**config.mk**
```make
export PLATFORM = sky130hd
export DESIGN_NAME = spi_slave_char_fifo
export DESIGN_NICKNAME = d
export VERILOG_FILES = /design/src/rtl/spi_slave_char_fifo.sv
export SDC_FILE = /design/constraint.sdc
export NUM_CORES = 1
export LEC_CHECK = 0
export BUFFER_PORTS_ARGS = -buffer_cell sky130_fd_sc_hd__buf_2
export CAP_MARGIN = 20
export CORE_ASPECT_RATIO = 2
export CORE_UTILIZATION = 40
export CTS_CLUSTER_SIZE = 14
export DETAILED_ROUTE_END_ITERATION = 10
export SYNTH_ARGS = -nofsm -noshare
export SYNTH_HDL_FRONTEND = slang
export SYNTH_SLANG_ARGS = --single-unit
export TNS_END_PERCENT = 50
```
**constraint.sdc**
```tcl
create_clock -name S_SYSCLK -period 3.9 [get_ports S_SYSCLK]
set_input_delay 0.78 -clock S_SYSCLK [delete_from_list [all_inputs] [get_ports S_SYSCLK]]
set_output_delay 0.78 -clock S_SYSCLK [all_outputs]
set_load 0.01 [all_outputs]
```
**src/rtl/spi_slave_char_fifo.sv**
```systemverilog
// spi_slave_char_fifo: RX/TX character FIFOs between the SCK-domain slave engine and the bus side.
module spi_slave_char_fifo #(
  parameter int CHAR_NBITS = 32,
  parameter int FIFO_AW    = 2
) (
  input  logic                  S_SYSCLK,
  input  logic                  S_RESETN,
  input  logic                  S_ENABLE,
  input  logic                  C_CHAR_DONE,
  input  logic [CHAR_NBITS-1:0] C_RCHAR,
  output logic [CHAR_NBITS-1:0] C_WCHAR,
  input  logic                  RX_RD,
  output logic [CHAR_NBITS-1:0] RX_DATA,
  output logic                  RX_NE,
  output logic [FIFO_AW:0]      RX_CNT,
  input  logic                  TX_WR,
  input  logic [CHAR_NBITS-1:0] TX_DATA,
  output logic                  TX_NF,
  output logic [FIFO_AW:0]      TX_CNT,
  output logic                  RX_OVF,
  output logic                  TX_UNF,
  input  logic                  EVT_CLR
);
  localparam int DEPTH = 1 << FIFO_AW;
  localparam logic [FIFO_AW:0] FULL = {1'b1, {FIFO_AW{1'b0}}};
  logic sync0_q, sync0_d, sync1_q, sync1_d, sync2_q, sync2_d;
  logic [FIFO_AW-1:0] rx_wp_q, rx_wp_d, rx_rp_q, rx_rp_d, tx_wp_q, tx_wp_d, tx_rp_q, tx_rp_d;
  logic [FIFO_AW:0] rx_cnt_q, rx_cnt_d, tx_cnt_q, tx_cnt_d;
  logic [CHAR_NBITS-1:0] wchar_q, wchar_d;
  logic tx_valid_q, tx_valid_d, rx_ovf_q, rx_ovf_d, tx_unf_q, tx_unf_d;
  logic char_evt, rx_pop, rx_push, tx_push, tx_load;
  logic [CHAR_NBITS-1:0] rx_mem [DEPTH];
  logic [CHAR_NBITS-1:0] tx_mem [DEPTH];
  always_comb begin
    // clearing the chain while disabled drops any done strobe in flight
    sync0_d    = S_ENABLE & C_CHAR_DONE;
    sync1_d    = S_ENABLE & sync0_q;
    sync2_d    = S_ENABLE & sync1_q;
    char_evt   = S_ENABLE & sync1_q & ~sync2_q;
    rx_pop     = S_ENABLE & RX_RD & (rx_cnt_q != '0);
    rx_push    = char_evt & ((rx_cnt_q != FULL) | rx_pop);
    tx_push    = S_ENABLE & TX_WR & (tx_cnt_q != FULL);
    tx_load    = S_ENABLE & (tx_cnt_q != '0) & (char_evt | ~tx_valid_q);
    rx_wp_d    = S_ENABLE ? rx_wp_q + FIFO_AW'(rx_push) : '0;
    rx_rp_d    = S_ENABLE ? rx_rp_q + FIFO_AW'(rx_pop) : '0;
    rx_cnt_d   = S_ENABLE ? rx_cnt_q + (FIFO_AW+1)'(rx_push) - (FIFO_AW+1)'(rx_pop) : '0;
    tx_wp_d    = S_ENABLE ? tx_wp_q + FIFO_AW'(tx_push) : '0;
    tx_rp_d    = S_ENABLE ? tx_rp_q + FIFO_AW'(tx_load) : '0;
    tx_cnt_d   = S_ENABLE ? tx_cnt_q + (FIFO_AW+1)'(tx_push) - (FIFO_AW+1)'(tx_load) : '0;
    wchar_d    = !S_ENABLE ? '1 : tx_load ? tx_mem[tx_rp_q] : char_evt ? '1 : wchar_q;
    tx_valid_d = S_ENABLE & (tx_load | (tx_valid_q & ~char_evt));
    rx_ovf_d   = (char_evt & ~rx_push) | (rx_ovf_q & ~EVT_CLR);
    tx_unf_d   = (char_evt & ~tx_valid_q) | (tx_unf_q & ~EVT_CLR);
  end
  always_ff @(posedge S_SYSCLK or negedge S_RESETN)
    if (!S_RESETN) begin
      sync0_q    <= 1'b0;
      sync1_q    <= 1'b0;
      sync2_q    <= 1'b0;
      rx_wp_q    <= '0;
      rx_rp_q    <= '0;
      rx_cnt_q   <= '0;
      tx_wp_q    <= '0;
      tx_rp_q    <= '0;
      tx_cnt_q   <= '0;
      wchar_q    <= '1;
      tx_valid_q <= 1'b0;
      rx_ovf_q   <= 1'b0;
      tx_unf_q   <= 1'b0;
    end else begin
      sync0_q    <= sync0_d;
      sync1_q    <= sync1_d;
      sync2_q    <= sync2_d;
      rx_wp_q    <= rx_wp_d;
      rx_rp_q    <= rx_rp_d;
      rx_cnt_q   <= rx_cnt_d;
      tx_wp_q    <= tx_wp_d;
      tx_rp_q    <= tx_rp_d;
      tx_cnt_q   <= tx_cnt_d;
      wchar_q    <= wchar_d;
      tx_valid_q <= tx_valid_d;
      rx_ovf_q   <= rx_ovf_d;
      tx_unf_q   <= tx_unf_d;
    end
  // storage needs no reset: occupancy gates every read
  always_ff @(posedge S_SYSCLK) begin
    if (rx_push) rx_mem[rx_wp_q] <= C_RCHAR;
    if (tx_push) tx_mem[tx_wp_q] <= TX_DATA;
  end
  assign C_WCHAR = wchar_q;
  assign RX_NE   = rx_cnt_q != '0;
  assign RX_DATA = RX_NE ? rx_mem[rx_rp_q] : '1;
  assign RX_CNT  = rx_cnt_q;
  assign TX_NF   = tx_cnt_q != FULL;
  assign TX_CNT  = tx_cnt_q;
  assign RX_OVF  = rx_ovf_q;
  assign TX_UNF  = tx_unf_q;
endmodule

```
# [Word-level counts from Yosys, hierarchy flattened]
# Memories as Yosys holds them, arrays and structs flattened.
# Index checks and enable logic that the tools add are counted.
[totals] in_bits=71 ramBits=256 out_inout_bits=74 memories=2 reg_bits=52 elab_cells=69
[op_classes] eq_ne=3 n_addsub=8 n_reduce_logical=2 bitwise=27 n_mux=14
[memory_table] name="rx_mem" depth=4 width=32 read_ports=1 rd_ports_with_merged_regs=0 wr=1 line_no="32" source="logic [CHAR_NBITS-1:0] rx_mem [DEPTH];"
[memory_table] name="tx_mem" depth=4 width=32 read_ports=1 rd_ports_with_merged_regs=0 wr=1 line_no="33" source="logic [CHAR_NBITS-1:0] tx_mem [DEPTH];"
[ops] cell="2-to-1 mux 32 bit" count=4
[ops] cell="AND 1 bit" count=17
[ops] cell="adder 2 x 1 -> 2 bit" count=4
[ops] cell="2-to-1 mux 2 bit" count=4
[ops] cell="adder 3 x 1 -> 3 bit" count=2
[ops] cell="2-to-1 mux 3 bit" count=2
[ops] cell="inequality test 3 bit (second input constant)" count=2
[ops] cell="nonzero test 3 bit" count=2
[ops] cell="subtractor 3 x 1 -> 3 bit" count=2
[ops] cell="NOT 1 bit" count=5
[ops] cell="bitwise OR 1 bit" count=5
[ops] cell="2-to-1 mux 1 bit" count=4
[ops] cell="inequality test 3 x 1 -> 1 bit (second input constant)" count=1

# [Depth between registers and ports, before layout]
[depth] depth_word=7 depth_mapped=12 mapped_depth_nobuf=10

# [Worst setup path before layout]
# Ideal clock, no wire load.
[synth_timing] path_kind="input to register" start="input port S_ENABLE" end="memory rx_mem[0][0], enable pin" slack_ns=-0.350 path_buffers=1 arrival_ns=3.782 required_ns=3.432 setup_ns=0.468 path_stages=4 path_cell_list="buf_4 -> nand3b_2 -> a31oi_1 -> nor3b_1"
[synth_via] elab_chain_len=6 elab_cells_between_ends=8 classes_between="2 x mux; 6 x bitwise"
[synth_lines] element="from (decl)" line_no="8" source="input logic S_ENABLE,"
[synth_lines] element="AND 1 bit (2 in series)" line_no="40" source="rx_pop = S_ENABLE & RX_RD & (rx_cnt_q != '0);"
[synth_lines] element="bitwise OR 1 bit" line_no="41" source="rx_push = char_evt & ((rx_cnt_q != FULL) | rx_pop);"
[synth_lines] element="AND 1 bit (*)" line_no="41"
[synth_lines] element="2-to-1 mux 1 bit (*)" line_no="87" source="if (rx_push) rx_mem[rx_wp_q] <= C_RCHAR;"
[synth_lines] element="2-to-1 mux 1 bit (not written as such) (*)" line_no="87"
[synth_lines] element="to (decl)" line_no="32"
# Every way passes the cells marked *; elsewhere a longest branch is shown, timed or not.

# [Worst setup path in the final report]
[layout_timing] start="register rx_rp_q[0]" end="output port RX_DATA[14]"
[layout_via] elab_chain_len=2
[layout_lines] element="from (decl)" line_no="27" source="logic [FIFO_AW-1:0] rx_wp_q, rx_wp_d, rx_rp_q, rx_rp_d, tx_wp_q, tx_wp_d, tx_rp_q, tx_rp_d;"
[layout_lines] element="from (signal assigned)" line_no="75" source="rx_rp_q <= rx_rp_d;"
[layout_lines] element="memory read (4 x 32 bit)"
[layout_lines] element="2-to-1 mux 32 bit" line_no="92" source="assign RX_DATA = RX_NE ? rx_mem[rx_rp_q] : '1;"
[layout_lines] element="to (decl)" line_no="13" source="output logic [CHAR_NBITS-1:0] RX_DATA,"
# No other way between the ends.

==> flow_summary_export.csv <==
group,metric,value,unit
grt,grt_overflow,0,
worst_setup_path,r2r-start,"TX_CNT[1]",
power_and_ir_drop,clock_power_share,31.0,%
worst_setup_path,crit_path_max_incr_delay,630,ps
finish,fill_cells,2553,
grt,use_met3,2.56,%
timing,final.setup_skew,10.5,ps
grt,grt_use_met2,30.1,%
worst_setup_path,worstPathCellList,"buf_4 > mux4_1 > or2_1 > buf_2",
clock_network,max-clock-path-buffers,3,
clock_network,cts_hold_buffers,0,
power_and_ir_drop,netSwitchingPower,2090,µW
finish,antenna_cells,0,
worst_setup_path,endpoint,"RX_DATA[14]",
worst_setup_path,path_class,"register to output port",
worst_setup_path,critPathLaunch,"rx_rp_q[0]",
timing,finalSetupViolCount,0,
placed_design,place_ws,778,ps
die,start_util,40.4,%
grt,grt_max_degree,35,
die,die_w,125,µm
logic_synthesis,syn-mean-instance-area,21.4,µm²
placed_design,hpwl,14600,µm
timing,hold_viol,0,
worst_setup_path,reg2reg_slack,1290,ps
placed_design,portBuffers,144,
logic_synthesis,ys_warn_count,0,
flow_run,drv_cap,0,
grt,antenna_found_initial,0,
grt,grt_util_all_layers,15.5,%
power_and_ir_drop,power_density,586,nW/µm²
logic_synthesis,ys_seq_elements,308,
logic_synthesis,synth_area_leaders,"edfxtp_1 63%, mux4_2 11%, dfstp_2 6.9%",
logic_synthesis,synth_nets,649,
logic_synthesis,synth_top_area_cell,"edfxtp_1",
grt,grt_pass1_wl,36900,µm
clock_network,clockRootBuffer,"clkbuf_16",
detailed_routing,antenna_left,0,
timing,fin_ws,610,ps
power_and_ir_drop,intPower,6170,µW
min_path,hp-class,"input port to asynchronous set/reset pin",
timing,period_share,84.4,%
grt,use_met1,16.9,%
finish,layout_common_cells,"256 x edfxtp_1, 144 x buf_2, 59 x mux4_2, 32 x dfstp_2, 32 x nand3b_1",
worst_setup_path,cpMaxStageDelayCell,"mux4_1",
timing,fmax,0.304,GHz
clock_network,cts_made_buffers,28,
timing,relSlewSlack,39.0,%
logic_synthesis,synth_seq_area_share,74.2,%
logic_synthesis,yosysUniqueCellTypes,36,
clock_network,post_cts_buffers,0,
power_and_ir_drop,swShare,25.3,%
clock_network,htree_levels,1,
logic_synthesis,syn_area,12200,µm²
detailed_routing,dr.pass1.iters,10,
power_and_ir_drop,sequentialPowerShare,49.3,%
status,outcome,"complete, but fails checks",
clock_network,cts.clk_slew.worst_paths,60,ps
timing,fin_crit,3290,ps
detailed_routing,wirelength,23300,µm
worst_setup_path,rr_endpoint,"TX_CNT[2]",
clock_network,clock_latency,540,ps
die,fp.coreArea,30100,µm²
power_and_ir_drop,ir_drop,0.000360,V
worst_setup_path,worst_ep_required_time,3120,ps
clock_network,cts.repair.resized,0,
logic_synthesis,synth_cells,568,
clock_network,cts.sinks,308,
finish,syn_to_final_growth,16.0,%
power_and_ir_drop,combPwrFrac,19.7,%
worst_setup_path,r2r.worst_path.cells,10,
grt,busiest_layer,"met2",
detailed_routing,vias,5700,
detailed_routing,vias_per_cell,5.11,
grt,grt_pass1_vias,6544,
die,die_area,31100,µm²
timing,rsz0062_at_grt,"false",
worst_setup_path,crit_arrival,2510,ps
die,num_io_pins,145,
clock_network,cts_tree,"built",
worst_setup_path,cp_max_fo,30,
die,num_rows,90,
worst_setup_path,end_kind,"output port",
status,failed_checks,"design-rule violations",
placed_design,gp_congestion,0.684,
timing,worstMarginPinSlew,916,ps
finish,num-nets-final,806,
power_and_ir_drop,leakage,0.00484,µW
finish,final_util,46.9,%
finish,final_common_cell,"edfxtp_1",
finish,drive_above_1_share,44.7,%
die,die_h,249,µm
timing,slew_viol_final,0,
detailed_routing,drt_iter0_markers,361,
logic_synthesis,yosysTopAreaCellShare,63.2,%
detailed_routing,routedWlPerCell,20.9,µm
worst_setup_path,startpoint_type,"register",
detailed_routing,drc_errors,13,
worst min-delay path by stage:
stage	startpoint	to	slack (ps)	depth (start not counted)
floorplan	sync0_q	sync1_q	430	1
global placement	sync0_q	sync1_q	450	1
detailed placement	sync0_q	sync1_q	450	1
CTS	S_RESETN	tx_rp_q[1]	370	1
global route	S_RESETN	tx_wp_q[0]	400	1
finish	S_RESETN	tx_wp_q[1]	370	1
per-stage QoR:
step | total power [µW] | instance area (µm²) | hold WS [ps] | setup TNS, ps | instances
floorplan | 5300 | 12200 | 434 | -2200 | 568
global placement | 5770 | 13300 | 445 | 0 | 1063
detailed placement | 5810 | 13300 | 448 | 0 | 1063
CTS | 8400 | 14100 | 374 | 0 | 1115
global route | 8640 | 14100 | 400 | 0 | 1115
finish | 8260 | 14100 | 366 | 0 | 1115
routing by layer:
metal  wire, µm  part of all wire (%)
met1       8420                    36
met2      13300                    57
met3       1130                   4.8
met4        439                   1.9
met5          0                     0
registers in the layout (all words and copies together) (netlist names):
register	flops
C_WCHAR	32
RX_CNT	3
RX_OVF	1
TX_CNT	3
TX_UNF	1
rx_mem	128
rx_rp_q	2
rx_wp_q	2
sync0_q	1
sync1_q	1
sync2_q	1
tx_mem	128
tx_rp_q	2
tx_valid_q	1
tx_wp_q	2
power groups by stage:
| stage | combinational, µW | clock [µW] | sequential (µW) |
|---|---|---|---|
| detailed placement | 1670 | 0 | 4150 |
| global placement | 1630 | 0 | 4140 |
| CTS | 1670 | 2650 | 4080 |
| floorplan | 1170 | 0 | 4130 |
| global route | 1770 | 2760 | 4110 |
| finish | 1630 | 2560 | 4070 |
cell type report:
cell class	count	area (µm²)	share of cell area, %
well taps	368	460	3.26
flip-flops and latches	308	9030	64.0
clock buffers	42	795	5.63
inverters	9	33.8	0.240
clock inverters	10	51.3	0.364
repair buffers	159	833	5.91
multi-input cells	219	2900	20.5
worst max-delay path, delay by kind of cell (launching register included):
family / cells / cell delay (ps)
flip-flops: 1 / 410
multiplexers: 1 / 630
buffers and inverters: 2 / 650
AND/OR/NAND/NOR: 1 / 220
cell usage after synthesis, drive strengths merged:
| master | number |
|---|---|
| edfxtp | 256 |
| mux4 | 64 |
| nand3b | 33 |
| dfstp | 32 |
| mux2 | 32 |
| or2 | 32 |
| dfrtp | 20 |
| buf | 19 |
| and2 | 15 |
| clkbuf | 13 |
| inv | 9 |
| ha | 8 |
| xnor2 | 4 |
| xor2 | 4 |
| nand3 | 3 |
| nor3b | 3 |
| and3 | 2 |
| and3b | 2 |
| fa | 2 |
| nand2 | 2 |
| nor2 | 2 |
| nor2b | 2 |
| nor3 | 2 |
| o22ai | 2 |
| a21oi | 1 |
| a31oi | 1 |
| nand2b | 1 |
| o31ai | 1 |
| or3b | 1 |
cell families after synthesis:
| family | Yosys count | synth area share, % |
|---|---|---|
| multiplexers | 96 | 15.9 |
| flip-flops | 308 | 74.2 |
| AND/OR/NAND/NOR | 100 | 5.47 |
| AO/OA/AOI/OAI | 5 | 0.391 |
| adder cells (fa/ha/maj) | 10 | 1.15 |
| buffers and inverters | 41 | 2.26 |
| XOR/XNOR | 8 | 0.576 |
Note: power is estimated with default switching activity, not from simulation.
